[config.mk]
export PLATFORM = sky130hd
export DESIGN_NAME = line_buf_fill
export DESIGN_NICKNAME = d
export VERILOG_FILES = /design/src/rtl/line_buf_fill.sv
export SDC_FILE = /design/constraint.sdc
export NUM_CORES = 2
export LEC_CHECK = 0
export CAP_MARGIN = 20
export CORE_MARGIN = 4
export CORE_UTILIZATION = 55
export CTS_BUF_LIST = sky130_fd_sc_hd__clkbuf_8
export CTS_CLUSTER_SIZE = 8
export DETAILED_ROUTE_END_ITERATION = 12
export GPL_ROUTABILITY_DRIVEN = 0
export PLACE_DENSITY = 0.71
export SLEW_MARGIN = 20
export SYNTH_ARGS = -nofsm -noshare
export SYNTH_HDL_FRONTEND = slang
export SYNTH_SLANG_ARGS = --single-unit
[constraint.sdc]
create_clock -name clk -period 9.8 [get_ports clk]
set_input_delay 1.96 -clock clk [delete_from_list [all_inputs] [get_ports clk]]
set_output_delay 1.96 -clock clk [all_outputs]
set_load 0.005 [all_outputs]
[src/rtl/line_buf_fill.sv]
// line_buf_fill: raster feeder for the 3x3 convolution stage.
// Keeps the three most recent lines in three circular line buffers and
// alternates between loading a line and serving one output row, so the
// consumer never reads a buffer while it is being overwritten.
// LB1/LB2/LB3 are zero-latency windows {buf[a], buf[a+1], buf[a+2]} of
// buffers 0/1/2; k names the buffer holding the top row.
// Optional: define LBF_FRAME_DONE_EN to add the frame_done pulse output.
module line_buf_fill #(
  parameter int IMG_W = 100,
  parameter int IMG_H = 100,
  parameter int N_WIN = 97
) (
  input  logic        clk,
  input  logic        rst,
  input  logic [7:0]  pix_in,
  input  logic        pix_valid,
  output logic        pix_ready,
  input  logic        rd_en,
  input  logic [6:0]  rd_addr,
  output logic [23:0] LB1,
  output logic [23:0] LB2,
  output logic [23:0] LB3,
  output logic        data_valid,
`ifdef LBF_FRAME_DONE_EN
  output logic        frame_done,
`endif
  output logic [1:0]  k
);

  localparam int RW = (IMG_H > 4) ? $clog2(IMG_H) : 2;

  localparam logic [6:0]    LAST_COL = 7'(IMG_W - 1);
  localparam logic [6:0]    LAST_WIN = 7'(N_WIN - 1);
  localparam logic [RW-1:0] LAST_ROW = RW'(IMG_H - 3);
  localparam logic [RW-1:0] ROW_ONE  = RW'(1);

  typedef enum logic [1:0] {
    S_FILL,
    S_SERVE,
    S_REFILL,
    S_FRAME_END
  } state_t;

  state_t        state;
  logic [1:0]    wr_sel;
  logic [6:0]    wr_col;
  logic [1:0]    fill_cnt;
  logic [RW-1:0] row_cnt;

  logic [7:0]    mem [3][IMG_W];

  logic          accept;
  logic          wr_en;
  logic [1:0]    wr_buf;
  logic [6:0]    a1;
  logic [6:0]    a2;

  function automatic logic [1:0] inc3(input logic [1:0] v);
    return (v == 2'd2) ? 2'd0 : v + 2'd1;
  endfunction

  // Write handshake and target buffer: REFILL overwrites the oldest line (k).
  always_comb begin
    accept = pix_valid & pix_ready;
    wr_en  = accept & rst;
    wr_buf = (state == S_REFILL) ? k : wr_sel;
  end

  // Control FSM with registered handshake and status outputs.
  always_ff @(posedge clk or negedge rst) begin
    if (!rst) begin
      state      <= S_FILL;
      pix_ready  <= 1'b1;
      data_valid <= 1'b0;
      k          <= '0;
      wr_sel     <= '0;
      wr_col     <= '0;
      fill_cnt   <= '0;
      row_cnt    <= '0;
`ifdef LBF_FRAME_DONE_EN
      frame_done <= 1'b0;
`endif
    end else begin
`ifdef LBF_FRAME_DONE_EN
      frame_done <= 1'b0;
`endif
      case (state)
        S_FILL: begin
          if (accept) begin
            if (wr_col == LAST_COL) begin
              wr_col   <= '0;
              fill_cnt <= fill_cnt + 2'd1;
              if (fill_cnt == 2'd2) begin
                wr_sel     <= '0;
                k          <= '0;
                data_valid <= 1'b1;
                pix_ready  <= 1'b0;
                state      <= S_SERVE;
              end else begin
                wr_sel <= inc3(wr_sel);
              end
            end else begin
              wr_col <= wr_col + 7'd1;
            end
          end
        end
        S_SERVE: begin
          if (rd_en && (rd_addr == LAST_WIN)) begin
            data_valid <= 1'b0;
            if (row_cnt == LAST_ROW) begin
              state <= S_FRAME_END;
`ifdef LBF_FRAME_DONE_EN
              frame_done <= 1'b1;
`endif
            end else begin
              row_cnt   <= row_cnt + ROW_ONE;
              pix_ready <= 1'b1;
              state     <= S_REFILL;
            end
          end
        end
        S_REFILL: begin
          if (accept) begin
            if (wr_col == LAST_COL) begin
              wr_col     <= '0;
              k          <= inc3(k);
              data_valid <= 1'b1;
              pix_ready  <= 1'b0;
              state      <= S_SERVE;
            end else begin
              wr_col <= wr_col + 7'd1;
            end
          end
        end
        S_FRAME_END: begin
          row_cnt   <= '0;
          fill_cnt  <= '0;
          wr_col    <= '0;
          wr_sel    <= '0;
          k         <= '0;
          pix_ready <= 1'b1;
          state     <= S_FILL;
        end
        default: begin
          state <= S_FILL;
        end
      endcase
    end
  end

  // Line storage; contents deliberately survive reset.
  always_ff @(posedge clk) begin
    if (wr_en) begin
      mem[wr_buf][wr_col] <= pix_in;
    end
  end

  // Zero-latency window reads from all three buffers.
  always_comb begin
    a1  = rd_addr + 7'd1;
    a2  = rd_addr + 7'd2;
    LB1 = {mem[0][rd_addr], mem[0][a1], mem[0][a2]};
    LB2 = {mem[1][rd_addr], mem[1][a1], mem[1][a2]};
    LB3 = {mem[2][rd_addr], mem[2][a1], mem[2][a2]};
  end

endmodule

* Word-level counts from Yosys, hierarchy flattened
Memory sizes are Yosys's and may differ from the RTL's.
Cells that the tools add are included.
** Cells by class
- Add/subtract/negate cells :: 7
- Magnitude comparators :: 5
- Eq/ne operators :: 17
- Mux-type cells :: 76
- Bitwise operators :: 6
- Reduce and logical (&&, ||, !) cells :: 16
** Operators with widths (number)
- 800-bit 2-to-1 mux :: 1
- 8-bit binary-select mux with 7-bit select :: 9
- 8-bit 2-to-1 mux :: 19
- 8-bit demux with 7-bit select :: 1
- 2-bit 2-to-1 mux :: 19
- 8-bit greater-or-equal comparator (second input constant) :: 4
- 7-bit NOT with 8-bit output :: 4
- 7-bit 2-to-1 mux :: 4
- 7-bit one-hot mux with 2 select lines :: 2
- 7-bit by 1-bit adder with 7-bit output (second input constant) :: 3
- 7-bit equality test (second input constant) :: 3
- 1-bit 2-to-1 mux :: 15
- 7-bit AND reduction :: 2
- 2-bit != test (second input constant) :: 6
- 6-bit AND reduction :: 2
- 2-bit equality test (second input constant) :: 5
- 8-bit by 1-bit less-than comparator with 1-bit output (second input constant) :: 1
- 2-bit one-hot mux with 2 select lines :: 2
- 2-bit one-hot mux with 4 select lines :: 1
- 7-bit by 2-bit adder with 7-bit output (second input constant) :: 1
- 2-bit by 1-bit adder with 2-bit output (second input constant) :: 3
- 2-bit one-hot mux with 3 select lines :: 1
- 3-bit AND reduction :: 2
- 2-bit nonzero test :: 3
- 10 further kinds :: 14
** Word-level totals
- Register bits after elaboration :: 24
- Bits in writable memories :: 2400
- Word-level logic and storage cells :: 136
- Memories :: 1
** Memories
- mem :: words 3, bits a word 800, read ports 3, clocked after memory_dff 0, wr ports 1, line 50 : logic [7:0] mem [3][IMG_W];

* Longest topological paths before layout
- Depth in word-level cells :: 6
- Gate-level depth with buffers :: 16

* Least setup slack after synthesis
Ideal clock, no wire load.
- Kind :: in2out
- Start point :: input rd_addr[0]
- End point :: output LB2[10]
- Arrival :: 4946 ps
- Required time :: 7840 ps
- Setup slack :: 2894 ps
- Stages :: 13
- Path buffers :: 7
- Cells stage by stage :: buf_6 -> buf_6 -> buf_6 -> buf_4 -> inv_1 -> ha_1 -> buf_2 -> buf_4 -> buf_1 -> mux4_2 -> mux4_2 -> a211oi_1 -> a311oi_1
** Between the ends
- Longest elaborated chain between the ends :: 5
** RTL lines
- from (decl) :: line 19 : input logic [6:0] rd_addr,
- 7-bit by 1-bit adder with 7-bit output :: line 160 : a1 = rd_addr + 7'd1;
- 7-bit NOT with 8-bit output (not written as such) :: line 163 : LB2 = {mem[1][rd_addr], mem[1][a1], mem[1][a2]};
- 8-bit binary-select mux with 7-bit select :: line 163
- 8-bit 2-to-1 mux (not written as such) (2 in series) :: line 163
- to (decl) :: line 21 : output logic [23:0] LB2,
Every way passes these cells. The select of a mux whose other input is x is not followed.

* Worst setup path after layout
- Start point :: input rd_addr[4]
- End point :: output LB2[12]
Same word-level chain as after synthesis.

==> summary.txt <==
GRT
  • GR Overflow Total: 0
  • Largest net degree at the start of global routing: 177
  • Initial antenna violation count: slightly above 40
  • First-pass GRT wire length: 684000 um
  • Number of global-route vias before repair: slightly below 90000
  • GRT Util Overall: 39.3%

Detailed routing
  • Via count: 91300
  • Final wirelength: 495000 um
  • DRT antenna net count: 0
  • DR pass1 iterations: 8
  • Residual DRC: 0
  • Wire per inst: 44.0 um
  • Routed vias/inst: 8.13
  • DR iter-0 viols: 17200

Synthesis
  • Post-synthesis sequential area ratio: 54.2%
  • Synth Flop Type: edfxtp_1
  • #FFs+latches synth: 2424
  • Share of synthesized registers carrying an async set or reset: 0.990%
  • Avg Inst Size Synth: approximately 18 um2
  • Mapped Area: 134000 um2
  • Cells after synthesis: 7536
  • Yosys warns: 0
  • Netlist cell types: 82
  • Mapped Nets: around 7600
  • Number of synthesized flops with an enable pin: 2400

Clock tree
  • CTS Buf Count: 412
  • Clk Tree Root Cell: clkbuf_8
  • # hold bufs at CTS: 0
  • Post-CTS Resized: 0
  • Setup bufs post-CTS: 0
  • Clock sink total: 2424
  • Clock slew at reported path FFs: 0.06 ns
  • Clock tree buffer depth: 4
  • H-tree level count: 5
  • Worst-skew pair later-pin latency: 1.15 ns
  • TritonCTS clock tree: built

Worst setup path
  • Data required time of the worst path: between 7 and 8 ns
  • CP Capture Type: output port
  • CP Class: input pin to output port
  • Startpoint Class: input pin
  • Critical path arrival: 7.43 ns
  • Crit path max fanout: 35

Flow run
  • Max cap viols: 0

Hold path
  • Type of the worst min-delay path: flop to flop

Die
  • I/O Pins: 95
  • Area of the core: 241000 um2
  • Area of the die: 252000 um2
  • Row cnt: 180
  • Die span in x: roughly 500 um
  • Die Ht: 502 um
  • Starting Density: 55.5%

Placement
  • IO buf count: 94
  • HPWL Detailed: 328000 um

STA
  • Final setup viols: 0
  • Slew margin rel.: 8.23%
  • Final Max Slew Viols: 0
  • Final-report hold violation count: 0
  • Minimum clock period after layout: 9.39 ns
  • Worst slew pin tran: 1.38 ns
  • Crit share post-route: 95.8%
  • Sum of negative setup slack: 0 ns
  • Clock skew: 0.0859 ns
  • Max frequency: 107 MHz
  • RSZ-0062 raised after global routing: no

Power
  • Total power: 23500 uW
  • Leakage: 0.0463 uW
  • PwrDens: 160 nW/um2
  • Maximum VDD drop: 107 uV

Cells and area
  • Layout cells sized above 1: between 30% and 40%
  • Synth-to-layout area growth: 9.24%
  • Nets: 7743

Outcome
  • Outcome: complete, no violations
registers in the layout, indices dropped and copies added (netlist names):
signal,cells
state,2
fill_cnt,2
wr_sel,2
data_valid,1
wr_col,7
mem,2400
pix_ready,1
k,2
row_cnt,7
kinds of logic after synthesis:
family | Yosys count | synth area share, %
flip-flops | 2424 | 54.2
adder cells (fa/ha/maj) | 7 | 0.0654
XOR/XNOR | 19 | 0.130
AO/OA/AOI/OAI | 726 | 3.90
buffers and inverters | 708 | 2.95
AND/OR/NAND/NOR | 1422 | 4.56
multiplexers | 2230 | 34.2
final timing paths:
check	from	to	slack (ns)	depth (start not counted)
worst max-delay path	rd_addr[4]	LB2[12]	0.41	11
worst min-delay path	fill_cnt[0]$_DFFE_PN0P_	fill_cnt[0]$_DFFE_PN0P_	0.50	1
worst max register to register	wr_col[2]$_DFFE_PN0P_	mem[0][557]$_DFFE_PP_	5.65	4
worst min register to register	fill_cnt[0]$_DFFE_PN0P_	fill_cnt[0]$_DFFE_PN0P_	0.50	1
max in group asynchronous	rst	pix_ready$_DFFE_PN1P_	8.28	2
min in group asynchronous	rst	wr_col[5]$_DFFE_PN0P_	1.21	2
placed cells by master (no fill, tap or decap), drive strengths merged, types with 40 or more instances in the layout:
cell type / synthesis / routed
a22oi: 73 / 73
mux4: 1870 / 1870
clkdlybuf4s50: 0 / 79
diode: 0 / 46
clkinv: 2 / 138
and2: 56 / 56
mux2i: 327 / 327
clkbuf: 206 / 420
nand2: 642 / 642
a211oi: 77 / 77
o221ai: 52 / 52
a21oi: 119 / 119
inv: 13 / 156
a221oi: 40 / 40
and3: 44 / 44
nand3: 134 / 134
edfxtp: 2400 / 2400
o21ai: 55 / 55
a32oi: 77 / 77
buf: 487 / 378
nor2: 405 / 405
a31oi: 87 / 87
synth_stat cells, types with 73 or more instances:
| library cell | instances | area, um2 |
|---|---|---|
| a22oi_1 | 73 | 548 |
| a32oi_1 | 77 | 674 |
| mux4_2 | 1870 | 42100 |
| nand2_1 | 642 | 2410 |
| buf_4 | 166 | 1250 |
| nor2_1 | 404 | 1520 |
| a211oi_1 | 76 | 571 |
| a31oi_1 | 87 | 544 |
| mux2i_1 | 327 | 3270 |
| nand3_1 | 134 | 671 |
| clkbuf_1 | 205 | 769 |
| a21oi_1 | 119 | 596 |
| buf_2 | 217 | 1090 |
| edfxtp_1 | 2400 | 72100 |
layout make-up:
| type | instances | area [um2] |
|---|---|---|
| antenna | 46 | 115 |
| clock buffer | 417 | 5740 |
| clock inverter | 287 | 1270 |
| fill | 17300 | 95100 |
| inverter | 15 | 68.8 |
| multi-input combinational | 4404 | 58000 |
| sequential | 2424 | 72700 |
| tap | 3185 | 3990 |
| timing repair buffer | 460 | 4480 |
critical path, cell delays in order:
cell	delay (ns)
buf_4	0.47
buf_4	0.60
a21bo_2	0.34
a41oi_4	0.71
buf_4	0.51
o22ai_1	0.13
a221oi_1	0.94
nor3_1	0.14
a311oi_2	0.80
buf_4	0.23
clkdlybuf4s50_1	0.49
layer usage:
metal	track usage, %	vias to the layer above	share of wire [%]
li1	-	33000	-
met1	48.4	46300	30
met2	54.9	9768	42
met3	16.6	2237	17
met4	30.9	42	10
met5	0.675	-	0.084
power by group:
group	total, uW	switching [uW]	internal [uW]
sequential	11400	23.3	11400
combinational	3790	2420	1380
clock	8230	4210	4020
total	23500	6650	16800
stage by stage:
step / setup WS, ns / util [%] / cells / hold WS [ns] / instance area (um2)
final: 0.413 / 60.6 / 11200 / 0.503 / 146000
after global placement: 0.396 / 57.5 / 10500 / 0.480 / 139000
after detailed placement: 0.837 / 57.5 / 10500 / 0.489 / 139000
after CTS: 0.825 / 60.4 / 11200 / 0.501 / 146000
after global routing: 0.624 / 60.6 / 11200 / 0.524 / 146000
after floorplan: 2.89 / - / 7536 / 0.461 / 134000
Power figures use the tool's default switching activity.
